**config.mk**
```make
export PLATFORM = sky130hd
export DESIGN_NAME = i2c_cmd_sequencer
export DESIGN_NICKNAME = d
export VERILOG_FILES = /design/src/rtl/i2c_cmd_sequencer.sv
export SDC_FILE = /design/constraint.sdc
export NUM_CORES = 1
export LEC_CHECK = 0
export BUFFER_PORTS_ARGS = -buffer_cell sky130_fd_sc_hd__buf_2
export CAP_MARGIN = 20
export CELL_PAD_IN_SITES_DETAIL_PLACEMENT = 1
export CELL_PAD_IN_SITES_GLOBAL_PLACEMENT = 2
export CORE_MARGIN = 2
export CORE_UTILIZATION = 42
export CTS_CLUSTER_SIZE = 25
export DETAILED_ROUTE_END_ITERATION = 8
export GPL_TIMING_DRIVEN = 1
export PLACE_DENSITY_LB_ADDON = 0.1
export SLEW_MARGIN = 20
export SYNTH_ARGS = -nofsm -noshare
export SYNTH_HDL_FRONTEND = slang
export SYNTH_SLANG_ARGS = --single-unit
```
**constraint.sdc**
```tcl
create_clock -name clk -period 2.4 [get_ports clk]
set_clock_uncertainty 0.15 [all_clocks]
set_input_delay 0.12 -clock clk [delete_from_list [all_inputs] [get_ports clk]]
set_output_delay 0.12 -clock clk [all_outputs]
set_load 0.005 [all_outputs]
```
**src/rtl/i2c_cmd_sequencer.sv**
```systemverilog
// i2c_cmd_sequencer
// Queues I2C commands in a small FIFO and hands them to the I2C core one at a
// time. Each command gets a single-cycle START with stable operands. The block
// then waits for the core to complete (or time out), returns one response, and
// enforces an idle gap before the next START.
module i2c_cmd_sequencer #(
  parameter int Data_width     = 8,
  parameter int Address        = 7,
  parameter int Depth          = 4,
  parameter int Gap_cycles     = 20,
  parameter int Timeout_cycles = 4096
) (
  input  logic                  clk,
  input  logic                  rst,
  input  logic                  cmd_valid,
  output logic                  cmd_ready,
  input  logic [Address-1:0]    cmd_addr,
  input  logic                  cmd_rd_wr,
  input  logic [Data_width-1:0] cmd_wdata,
  output logic                  rsp_valid,
  input  logic                  rsp_ready,
  output logic [Data_width-1:0] rsp_data,
  output logic                  rsp_err,
  output logic                  busy,
  output logic                  START,
  output logic [Address-1:0]    Slave_Address,
  output logic                  RD_WR,
  output logic [Data_width-1:0] Master_data_in,
  input  logic [Data_width-1:0] Master_dataout,
  input  logic                  Master_done
);

  localparam int AW = $clog2(Depth);
  localparam int EW = Address + 1 + Data_width;
  localparam int TW = (Timeout_cycles > 2) ? $clog2(Timeout_cycles) : 1;
  localparam int GW = (Gap_cycles > 0) ? $clog2(Gap_cycles + 1) : 1;
  localparam logic [AW:0]   PTR_ONE   = (AW + 1)'(1);
  localparam logic [TW-1:0] TMR_ONE   = TW'(1);
  localparam logic [TW-1:0] TMR_LAST  = TW'(Timeout_cycles - 2);
  localparam logic [GW-1:0] GAP_ONE   = GW'(1);
  localparam logic [GW-1:0] GAP_LOAD  = GW'(Gap_cycles);

  typedef enum logic [2:0] {IDLE, ISSUE, WAIT_DONE, RESP, GAP} state_t;

  state_t          state, state_nxt;
  logic [EW-1:0]   fifo_mem [Depth];
  logic [AW:0]     wr_ptr, rd_ptr;
  logic [EW-1:0]   head;
  logic            empty, full, push, pop;
  logic            done_q, done_evt, timeout_hit;
  logic [TW-1:0]   timer;
  logic [GW-1:0]   gap_cnt;

  // The extra pointer bit tells a full FIFO apart from an empty one.
  assign empty       = (wr_ptr == rd_ptr);
  assign full        = (wr_ptr[AW] != rd_ptr[AW]) && (wr_ptr[AW-1:0] == rd_ptr[AW-1:0]);
  assign cmd_ready   = ~full;
  assign push        = cmd_valid & ~full;
  assign head        = fifo_mem[rd_ptr[AW-1:0]];
  // Only a rising edge counts as completion, since the core holds done as a level.
  assign done_evt    = Master_done & ~done_q;
  // The timer has counted through the ISSUE cycle, so it trips one value early.
  assign timeout_hit = (timer == TMR_LAST);
  assign rsp_valid   = (state == RESP);
  assign busy        = (state != IDLE) | ~empty;

  // Write each accepted command into the FIFO storage at the tail.
  always_ff @(posedge clk) begin
    if (push) fifo_mem[wr_ptr[AW-1:0]] <= {cmd_addr, cmd_rd_wr, cmd_wdata};
  end

  // Advance the FIFO pointers on push and pop.
  always_ff @(posedge clk or negedge rst) begin
    if (!rst) begin
      wr_ptr <= '0;
      rd_ptr <= '0;
    end else begin
      if (push) wr_ptr <= wr_ptr + PTR_ONE;
      if (pop)  rd_ptr <= rd_ptr + PTR_ONE;
    end
  end

  // State register.
  always_ff @(posedge clk or negedge rst) begin
    if (!rst) state <= IDLE;
    else      state <= state_nxt;
  end

  // Next-state decode, with the FIFO pop and the START pulse.
  always_comb begin
    state_nxt = state;
    pop       = 1'b0;
    START     = 1'b0;
    case (state)
      IDLE: begin
        if (!empty) begin
          pop       = 1'b1;
          state_nxt = ISSUE;
        end
      end
      ISSUE: begin
        START     = 1'b1;
        state_nxt = WAIT_DONE;
      end
      WAIT_DONE: if (done_evt || timeout_hit) state_nxt = RESP;
      RESP:      if (rsp_ready) state_nxt = GAP;
      GAP:       if (gap_cnt == '0) state_nxt = IDLE;
      default:   state_nxt = IDLE;
    endcase
  end

  // Hold the core operands. They are loaded only when a command is popped.
  always_ff @(posedge clk or negedge rst) begin
    if (!rst) begin
      Slave_Address  <= '0;
      RD_WR          <= 1'b0;
      Master_data_in <= '0;
    end else if (pop) begin
      {Slave_Address, RD_WR, Master_data_in} <= head;
    end
  end

  // Drive the done edge detector, the timeout timer, and the gap counter.
  always_ff @(posedge clk or negedge rst) begin
    if (!rst) begin
      done_q  <= 1'b0;
      timer   <= '0;
      gap_cnt <= '0;
    end else begin
      done_q <= Master_done;
      if (state == ISSUE)          timer   <= '0;
      else if (state == WAIT_DONE) timer   <= timer + TMR_ONE;
      if (state == RESP && rsp_ready) gap_cnt <= GAP_LOAD;
      else if (state == GAP && gap_cnt != '0) gap_cnt <= gap_cnt - GAP_ONE;
    end
  end

  // Capture the response when waiting ends. Completion takes priority over timeout.
  always_ff @(posedge clk or negedge rst) begin
    if (!rst) begin
      rsp_data <= '0;
      rsp_err  <= 1'b0;
    end else if (state == WAIT_DONE) begin
      if (done_evt) begin
        rsp_data <= RD_WR ? Master_dataout : '0;
        rsp_err  <= 1'b0;
      end else if (timeout_hit) begin
        rsp_data <= '0;
        rsp_err  <= 1'b1;
      end
    end
  end

endmodule

```
* Yosys cells after proc, flatten, opt, wreduce, memory -nomap -nowiden
Memory sizes are Yosys's and may differ from the RTL's. A register that Yosys moved wholly into a read port is not among the register bits.
Index checks and enable logic that the tools add are counted.
** Operators by class
- Eq/ne operators :: 12
- Reductions and logical operators :: 14
- Magnitude comparators :: 0
- Shifts and indexed selects :: 0
- $add $sub $neg :: 4
- Divide/modulo/power cells :: 0
- Bitwise gates (word level) :: 6
- Mux-type cells :: 19
- Multipliers :: 0
** Operators by type and width (number)
- 12-bit two-way mux :: 2
- 8-bit two-way mux :: 3
- 3-bit case mux with 5 select lines :: 1
- 12-bit by 1-bit adder with 12-bit output, second input constant :: 1
- 12-bit == test, second input constant :: 1
- 3-bit two-way mux :: 4
- 5-bit two-way mux :: 2
- 1-bit two-way mux :: 7
- 3-bit by 1-bit adder with 3-bit output, second input constant :: 2
- 3-bit by 2-bit == test with 1-bit output, second input constant :: 2
- 2-bit inequality test, second input constant :: 3
- 2-bit nonzero test :: 3
- 5-bit logical NOT :: 1
- 5-bit nonzero test :: 1
- 5-bit by 1-bit subtractor with 5-bit output, second input constant :: 1
- 4-bit AND reduction :: 1
- 3-bit by 1-bit == test with 1-bit output, second input constant :: 1
- 3-bit == test :: 1
- 3-bit == test, second input constant :: 1
- 1-bit logical AND :: 3
- 3-bit logical NOT :: 1
- 1-bit inverter :: 3
- 3-bit nonzero test :: 1
- 1-bit AND :: 2
- 7 further kinds :: 7
** Storage, ports and cells
- Bits in latches :: 0
- Bits in read-only memories :: 0
- Output and inout bits :: 29
- Logic and storage cells :: 64
- Bits in registers :: 36
- Bits in writable memories :: 64
- Memories kept :: 1
** Memories
- fifo_mem :: words 4, bits a word 16, read ports 1, clocked after Yosys merged registers in 1, write ports 1, RTL line 46 : logic [EW-1:0] fifo_mem [Depth];

* Longest topological paths before layout
- Word-level depth :: 6
- Mapped depth :: 7
- Gate-level depth less buffers :: 6

* Worst setup path after synthesis
Ideal clock, no wire load.
- Path type :: register -> register
- Start :: register state[0]
- End :: register timer[10]
- Slack :: 347 ps
- Path buffers :: 2
- Stages on the path, launching flop included :: 7
- Arrival :: 1776 ps
- Required time :: 2123 ps
- Cell sequence :: dfrtp_1 buf_6 or3b_1 buf_6 or4_4 o211ai_2 o31ai_2
** On the way
- Word-level cells in the longest chain between the ends :: 2
- Elaborated cells between the ends (all ways) :: 4
** RTL lines
- from (decl) :: RTL line 45 : state_t state, state_nxt;
- from (signal assigned) :: RTL line 86 : else state <= state_nxt;
- 3-bit by 1-bit == test with 1-bit output / 3-bit by 2-bit == test with 1-bit output (equally long branches) :: RTL line 131, 132
- 12-bit two-way mux / 2-bit nonzero test (equally long branches)
- to (signal assigned) :: RTL line 132 : else if (state == WAIT_DONE) timer <= timer + TMR_ONE;
- to (decl) :: RTL line 51 : logic [TW-1:0] timer;
Several ways; a longest one is shown, not always the timed one.
A chain may end at the register's enable or synchronous reset.

* Worst setup path after layout
- Start :: register state[0]
- End :: output busy
** On the way
- Word-level cells in the longest chain between the ends :: 2
** RTL lines
- 3-bit nonzero test :: RTL line 65 : assign busy = (state != IDLE) | ~empty;
- 1-bit OR :: RTL line 65
- to (decl) :: RTL line 24 : output logic busy,
Every way passes these cells.

==> flow_metrics.tcl <==
set metrics [dict create \
    synthTopCellsByArea "edfxtp_1 (41%), dfrtp_1 (28%), mux4_2 (7.7%)" \
    clkLatencyLatePin_ns 0.52 \
    fin_tns_setup_ns 0 \
    clk_path_buf_depth 2 \
    ioPinCount 58 \
    finalSetupViolCount 0 \
    grt_pass1_vias 2942 \
    place_area_mm2 0.00514 \
    synth_common_cells "edfxtp_1 (64), dfrtp_1 (52), mux2_2 (18), nand2_1 (18), mux4_2 (16)" \
    crit_type "reg -> out" \
    crit_required_ns 2.13 \
    htreeDepth 4 \
    cap_violations 0 \
    post_cts_resized 0 \
    rsz0062_at_grt "false" \
    synth_seq_cells 116 \
    grt_max_degree 53 \
    drt_pass1_iterations 4 \
    gp_routability_congestion 0.729 \
    cts_root_buffer "clkbuf_8" \
    rows 38 \
    yosysWarnings 0 \
    drtIter0Drc 85 \
    path_clk_slew_ns 0.05 \
    timing.final.crit_share 0.936 \
    wl_per_cell_um 17.9 \
    grt_pass1_wl_mm 15.4 \
    hold_path_class "in -> async" \
    startpoint_type "register" \
    end_kind "primary output" \
    maxSlewHeadroom 0.367 \
    antenna_found_initial 0 \
    core_area_mm2 0.0108 \
    cts_tree "done" \
    worstPathArrival_ns 1.98 \
    synth.avg_cell_area_um2 16.3 \
    yosysTopAreaCell "edfxtp_1" \
    synthesis.nets 323 \
    drive_above_1_share 0.334 \
    vias 2790 \
    ys_seq_area_frac 0.690 \
    hold_viol 0 \
    netlist_area_mm2 0.00467 \
    cp_max_fo 9 \
    postRouteAntennaNets 0 \
    synth.distinct_cells 42 \
    hpwl_mm 5.77 \
    gr-usage-all-layers 0.181 \
    dieArea_mm2 0.0120 \
    nets 425 \
    leakage_nw 2.40 \
    vias_per_cell 5.16 \
    period_minus_slack_ns 2.25 \
    tightest_slew_ns 0.949 \
    die_y_um 109 \
    area_growth_pct 28.0 \
    status "completed" \
    synthCells 286 \
    cts_buffers 17 \
    ff2ff_path_depth 3 \
    numClockSinks 116 \
    die_x_um 109 \
    insertedDiodeCount 0 \
    io_buffers 57 \
    synth_top_area_share 0.411 \
    p_total_mw 7.63 \
    fmax_ghz 0.445 \
    grt-ovfl-total 0 \
    drv_slew 0 \
    post-synth-top-count-cell "edfxtp_1" \
    fillers 1060 \
    design_area_mm2 0.00598 \
    wl_mm 9.70 \
    synthArstFlopShare 0.448 \
    initial_core_util 0.431 \
    peakVddDrop_mv 0.769 \
    p_per_area_mw_per_mm2 1280 \
    synth-main-ff-cell "edfxtp_1" \
    synth_edf_count 64 \
    drc 0 \
]
==> registers in the layout, summed over array words and instances, names as in the netlist <==
| name | count |
|---|---|
| Master_data_in | 8 |
| gap_cnt | 5 |
| rsp_data | 8 |
| fifo_mem | 64 |
| rd_ptr | 3 |
| Slave_Address | 7 |
| wr_ptr | 3 |
| state | 3 |
| done_q | 1 |
| timer | 12 |
| rsp_err | 1 |
| RD_WR | 1 |
==> worst paths after layout <==
check | start | to | slack [ns]
setup reg to reg | wr_ptr[0] | fifo_mem[3][11] | 0.21
min in group clk | Master_done | done_q | 0.12
hold reg to reg | timer[11] | timer[11] | 0.35
max in group asynchronous | rst | wr_ptr[2] | 1.49
hold / removal | rst | Master_data_in[5] | 0.10
setup / recovery | state[0] | busy | 0.15
==> where the power goes <==
group          switching [mW]  internal, mW
clock                   0.844          1.52
combinational            1.13          1.10
sequential              0.305          2.73
total                    2.28          5.36
==> per-stage QoR <==
stage | hold slack (ns) | setup WS (ns) | instances | utilization
after floorplan | -0.326 | 0.347 | 286 | -
after global placement | 0.0915 | 0.241 | 481 | 0.474
after detailed placement | 0.0971 | 0.184 | 481 | 0.474
after CTS | 0.0910 | 0.112 | 541 | 0.552
after global routing | 0.108 | 0.0210 | 541 | 0.552
final | 0.101 | 0.154 | 541 | 0.552
==> cell type report <==
type	count	area (µm²)	share of cell area
Timing Repair Buffer	93	626	0.105
Sequential cell	116	3220	0.539
Clock buffer	23	457	0.0764
Clock inverter	9	104	0.0174
Multi-Input combinational cell	153	1370	0.229
Inverter	7	26.3	0.00439
Tap cell	140	175	0.0293
==> critical path, stage by stage (launching register included) <==
cell     delay, ns
dfrtp_1       0.37
buf_4         0.16
or3_1         0.41
or3_1         0.36
buf_2         0.15
==> kinds of logic (layout without fill, tap and decap cells) <==
group           count (synthesis)  after routing  synth area share
simple gates                   64             64            0.0758
compound gates                 35             35            0.0506
buf+inv                        17            132            0.0179
fa+ha+maj                       8              8            0.0214
mux                            38             38             0.129
flops                         116            116             0.690
xor+xnor                        8              8            0.0150
==> layer usage <==
metal / wire (µm) / global-route usage / part of all wire / up-vias
met5: 0 / 0 / 0 / -
met4: 189 / 0.0814 / 0.019 / 0
met3: 404 / 0.0611 / 0.042 / 16
met2: 4950 / 0.305 / 0.51 / 55
met1: 4160 / 0.210 / 0.43 / 1416
li1: - / - / - / 1303
==> timing repair <==
action                    CTS  global route
hold endpoints to repair  136             0
setup buffers               0             0
hold buffers               28             0
==> cells in the final DEF, fill, tap and decap left out, types with 8 or more instances in the layout <==
| cell type | instances |
|---|---|
| edfxtp_1 | 64 |
| buf_2 | 57 |
| dfrtp_1 | 52 |
| dlygate4sd3_1 | 28 |
| nand2_1 | 18 |
| mux2_2 | 18 |
| mux4_2 | 16 |
| clkbuf_16 | 16 |
| o21ai_0 | 13 |
| nand3_1 | 11 |
| nor2_1 | 8 |
| a22o_1 | 8 |
| ha_1 | 8 |
| buf_4 | 8 |
No activity file was read; power rests on OpenSTA's default activity.
